## config.mk

```make
export PLATFORM = sky130hd
export DESIGN_NAME = divisor_restaurador
export DESIGN_NICKNAME = d
export VERILOG_FILES = /design/src/rtl/divisor_restaurador.sv
export SDC_FILE = /design/constraint.sdc
export NUM_CORES = 1
export LEC_CHECK = 0
export ABC_AREA = 1
export CORE_UTILIZATION = 60
export DETAILED_ROUTE_END_ITERATION = 8
export DONT_BUFFER_PORTS = 1
export HOLD_SLACK_MARGIN = 0.03
export PLACE_DENSITY = 0.76
export SKIP_CTS_REPAIR_TIMING = 1
export SYNTH_ARGS = -nofsm -noshare
export SYNTH_HDL_FRONTEND = slang
export SYNTH_SLANG_ARGS = --single-unit
```

## constraint.sdc

```tcl
create_clock -name Clk -period 2.8 [get_ports Clk]
set_input_delay 0.84 -clock Clk [delete_from_list [all_inputs] [get_ports Clk]]
set_output_delay 0.84 -clock Clk [all_outputs]
set_load 0.02 [all_outputs]
```

## src/rtl/divisor_restaurador.sv

```systemverilog
`default_nettype none
// ============================================================================
// divisor_restaurador: restoring shift-subtract divider, 2N/N -> N quotient and
//                      N remainder, one quotient bit per clock, St/Idle/Done.
// Revision: 1.0
// ============================================================================
module divisor_restaurador #(
   parameter int N = 16
) (
   input  logic           Clk,
   input  logic           Rst,
   input  logic [2*N-1:0] Dividendo,
   input  logic [N-1:0]   Divisor,
   input  logic           St,
   output logic           Idle,
   output logic           Done,
   output logic           Ovf,
   output logic [N-1:0]   Quociente,
   output logic [N-1:0]   Resto
);

   localparam int             CW       = (N > 1) ? $clog2(N) : 1;
   localparam logic [CW-1:0]  CNT_LAST = CW'(N - 1);

   typedef enum logic [1:0] {
      S_IDLE = 2'd0,
      S_CALC = 2'd1,
      S_DONE = 2'd2
   } state_t;

   state_t          state, state_nx;
   logic [CW-1:0]   cnt, cnt_nx;
   logic [N-1:0]    rem_acc, rem_acc_nx;
   logic [N-1:0]    quo_sh, quo_sh_nx;
   logic [N-1:0]    dsr, dsr_nx;
   logic [N-1:0]    quo_out_nx, rem_out_nx;
   logic            ovf_nx;

   // Trial value is one bit wider than the divisor so the compare never wraps.
   logic [N:0]      trial;
   logic            fits;
   logic [N-1:0]    rem_sub;
   logic [N-1:0]    rem_step;
   logic [N-1:0]    quo_step;

   always_comb begin
      trial    = {rem_acc, quo_sh[N-1]};
      fits     = (trial >= {1'b0, dsr});
      // When the trial fits, the difference is below dsr, so N-bit modular
      // subtraction of the low bits yields the exact remainder.
      rem_sub  = trial[N-1:0] - dsr;
      rem_step = fits ? rem_sub : trial[N-1:0];
      quo_step = {quo_sh[N-2:0], fits};
   end

   always_comb begin
      state_nx   = state;
      cnt_nx     = cnt;
      rem_acc_nx = rem_acc;
      quo_sh_nx  = quo_sh;
      dsr_nx     = dsr;
      quo_out_nx = Quociente;
      rem_out_nx = Resto;
      ovf_nx     = Ovf;

      case (state)
         S_IDLE: begin
            if (St) begin
               dsr_nx     = Divisor;
               rem_acc_nx = Dividendo[2*N-1:N];
               quo_sh_nx  = Dividendo[N-1:0];
               if (Dividendo[2*N-1:N] >= Divisor) begin
                  ovf_nx     = 1'b1;
                  quo_out_nx = '0;
                  rem_out_nx = '0;
                  state_nx   = S_DONE;
               end else begin
                  ovf_nx   = 1'b0;
                  cnt_nx   = CNT_LAST;
                  state_nx = S_CALC;
               end
            end
         end
         S_CALC: begin
            rem_acc_nx = rem_step;
            quo_sh_nx  = quo_step;
            if (cnt == '0) begin
               quo_out_nx = quo_step;
               rem_out_nx = rem_step;
               state_nx   = S_DONE;
            end else begin
               cnt_nx = cnt - 1'b1;
            end
         end
         S_DONE: begin
            state_nx = S_IDLE;
         end
         default: begin
            state_nx = S_IDLE;
         end
      endcase
   end

   always_ff @(posedge Clk) begin
      if (Rst) begin
         state     <= S_IDLE;
         cnt       <= '0;
         rem_acc   <= '0;
         quo_sh    <= '0;
         dsr       <= '0;
         Quociente <= '0;
         Resto     <= '0;
         Ovf       <= 1'b0;
      end else begin
         state     <= state_nx;
         cnt       <= cnt_nx;
         rem_acc   <= rem_acc_nx;
         quo_sh    <= quo_sh_nx;
         dsr       <= dsr_nx;
         Quociente <= quo_out_nx;
         Resto     <= rem_out_nx;
         Ovf       <= ovf_nx;
      end
   end

   assign Idle = (state == S_IDLE);
   assign Done = (state == S_DONE);

endmodule
`default_nettype wire

```

==> key figures <==
Power
  – Reg power frac: 33.0%
  – Internal Pwr Total: 2.87 mW
  – Sw Ratio: 42.7%
  – Net switching power: 2.15 mW
  – Leakage: 3.10 nW
  – Overall Power: 5.02 mW
  – Peak VDD IR: 0.430 mV
  – Logic pwr share: 43.5%
  – Clock power share: 23.4%
  – Pwr dens: 842 nW/um2

Worst setup path
  – Slowest CP cell: ha_1
  – Worst-path cell chain: inv_1 > ha_1 > nand2_2 > inv_2 > nand2_2 > nand2_2 > nand2_2 > nand3_4 > nand2_8 > nand2_8 > nand2_1 > inv_1 > nor2_1 > nor2_1 > nor2_1
  – Worst R2R End: Resto[3]$_SDFFE_PP0P_
  – Crit path top cell by count: nand2_2
  – CP arrival: 2.70 ns
  – FF-to-FF path depth: 15
  – Crit Path Class: reg2reg
  – Worst Path Max Fanout: 18
  – Worst Setup End Kind: flop
  – Reg2reg setup slack: 0.40 ns
  – Reg2reg start: dsr[3]$_SDFFE_PP0P_
  – Startpoint class of the critical path: flop
  – CP max stage delay: 0.38 ns
  – CP required: 3.11 ns

Run
  – Max-cap violations: 0

Route
  – Top routing layer used: met4
  – Total length of routed wires: 14800 um
  – TritonRoute pass-1 iters: 5
  – First DRT Iteration DRCs: 338
  – DR WL/cell: 15.4 um
  – Via density per instance: 5.50
  – Met3 WL: 1100 um
  – Total length of routed met2 wires: 6710 um
  – M1 WL: 6720 um
  – DRC viols: 0
  – ANT nets after route: 0
  – Via count: 5300

STA
  – Post-layout min period: 2.40 ns
  – Setup ws final: 0.403 ns
  – Final setup viols: 0
  – Max Fclk: 417 MHz
  – Slew Limit Fails: 0
  – Worst Clk Skew: 0.0112 ns
  – Final Cycle Share: 85.6%
  – Worst Hold Slack: 0.502 ns
  – Setup TNS: 0 ns
  – Fin. Hold Viols: 0
  – Max_slew headroom: 67.7%
  – Least-Margin Pin Slew: 0.485 ns
  – RSZ-0062 raised after global routing: no

Yosys
  – Asr flop ratio synth: 0%
  – Synthesized Nets: 947
  – Top FF cell, synth: dfxtp_1
  – Synth Register Bits: 87
  – Syn_area_per_cell: 6.58 um2
  – Synth cell types: 39
  – Sequential share of the synthesized area: 30.7%
  – Post-Syn Area: 5670 um2
  – Synth area leader: dfxtp_1
  – Yosys top cell area share: 30.7%
  – Ys Warns: 0
  – Synthesized instance count: 862
  – Main area contributors after synthesis: dfxtp_1 31%, nand2_1 14%, inv_1 8.6%
  – EDFF count, synth: 0

Finish
  – Fraction of layout cells with a size suffix above 1: 10.1%
  – Fin util: 64.8%
  – Post-route cell area: 5960 um2
  – Area grow syn2layout: 5.19%
  – Most frequent cells in the layout: 209 x nand2_1, 129 x inv_1, 97 x nor2_1
  – Nets: 933
  – Final Instance Count excl. Fillers: 964
  – Commonest non-fill, non-tap cell in the layout: nand2_1
  – Fill cells: 867

Global routing
  – Initial antenna violation count: 1
  – Gr usage total: 31.0%
  – Number of global-route vias before repair: 5070
  – Largest net degree at the start of global routing: 68
  – Grt total ovfl: 0
  – First-pass GRT wire length: 24100 um

Clock network
  – TritonCTS Sinks: 87
  – H-tree Lvls: 3
  – CTS tree: yes
  – Skew-Pair Late Insertion Delay: 0.36 ns
  – Clk root buf: clkbuf_8
  – CTS clk-pin slew, worst paths: 0.09 ns
  – CTS Buf Count: 9
  – Clk buf depth: 2

Placed design
  – Pre-CTS setup slack: 0.356 ns
  – DP HPWL: 11400 um
  – GP Congestion: 0.920
  – Placed cell areas: 5700 um2
  – Inst Count DP: 948
  – I/O Buffers: 0

Outcome
  – Status: finished, final reports clean

Floorplanning
  – DIE AREA: 9840 um2
  – Initial core utilization: 61.6%
  – Core area: 9200 um2
  – Die width: 99.2 um
  – FP Rows: 35
  – Die height: 99.2 um
  – Ports: 86

Min path
  – Worst Hold Launch: cnt[0]$_SDFFE_PP0P_
  – Hold crit path type: reg2reg
  – WHS Endpoint: cnt[0]$_SDFFE_PP0P_
  – Hold Path Depth: 2
==> final cells by class <==
class / count / area, um2 / share of cell area (%)
tap: 111 / 139 / 2.33
timing repair buffer: 11 / 108 / 1.80
sequential: 87 / 1740 / 29.2
clock inverter: 6 / 140 / 2.35
clock buffer: 9 / 124 / 2.08
antenna: 1 / 2.50 / 0.0420
inverter: 145 / 544 / 9.13
multi-input combinational: 594 / 3160 / 53.1
==> worst max path at each step <==
| stage | start | end | slack [ns] | depth (start not counted) |
|---|---|---|---|---|
| 2_1_floorplan | Divisor[9] | Quociente[10]$_SDFFE_PP0P_ | 0.49 | 13 |
| 3_3_place_gp | Divisor[1] | Quociente[11]$_SDFFE_PP0P_ | 0.43 | 15 |
| 3_5_place_dp | Divisor[1] | Quociente[8]$_SDFFE_PP0P_ | 0.36 | 15 |
| 4_1_cts | dsr[3]$_SDFFE_PP0P_ | Resto[3]$_SDFFE_PP0P_ | 0.43 | 15 |
| 5_1_grt | dsr[9]$_SDFFE_PP0P_ | Resto[1]$_SDFFE_PP0P_ | 0.26 | 15 |
| 6_report | dsr[3]$_SDFFE_PP0P_ | Resto[3]$_SDFFE_PP0P_ | 0.40 | 15 |
==> registers in the layout, summed over array words and instances, names as in the netlist <==
register   cells
cnt            4
Quociente     16
quo_sh        16
Resto         16
rem_acc       16
dsr           16
state          2
Ovf            1
==> power by group through the flow <==
stage	clock [mW]	sequential (mW)	combinational, mW
floorplan	0	1.64	1.77
global placement	0	1.67	2.11
detailed placement	0	1.68	2.16
CTS	1.18	1.66	2.17
global route	1.22	1.68	2.44
finish	1.18	1.66	2.18
==> synthesized netlist by cell type (2+ instances only) <==
library cell	count
buf_4	2
a21oi_2	3
nor2_2	4
nand2_8	2
nor2_4	4
inv_1	130
xnor2_1	3
ha_1	33
nand3_2	6
inv_2	14
nand3b_1	3
a31oi_1	15
nand2_2	14
nand3_1	36
nand3b_2	3
nand4_1	6
nor3_1	4
or2_2	2
nor2_1	97
clkbuf_1	17
o21ai_0	82
nand3b_4	5
nand2_1	209
dfxtp_1	87
xor2_1	4
buf_12	2
buf_2	12
a21oi_1	52
==> kinds of logic after synthesis <==
group | Yosys count | share of synthesized area [%]
AO/OA/AOI/OAI | 155 | 14.3
XOR/XNOR | 7 | 1.08
adder cells (fa/ha/maj) | 34 | 7.64
buffers and inverters | 181 | 13.5
flip-flops | 87 | 30.7
AND/OR/NAND/NOR | 398 | 32.8
==> worst max-delay path, delay by kind of cell, from the launching register on <==
kind / cells / cell delay (ns)
AND/OR/NAND/NOR: 11 / 1.45
adder cells (fa/ha/maj): 1 / 0.38
flip-flops: 1 / 0.34
buffers and inverters: 3 / 0.15
==> layer usage <==
metal / vias to the layer above / global-route usage (%)
met5: - / 0
met4: 0 / 9.62
met3: 20 / 5.83
met2: 191 / 50.8
met1: 2419 / 41.5
li1: 2670 / -
No activity file was read; power rests on OpenSTA's default activity.
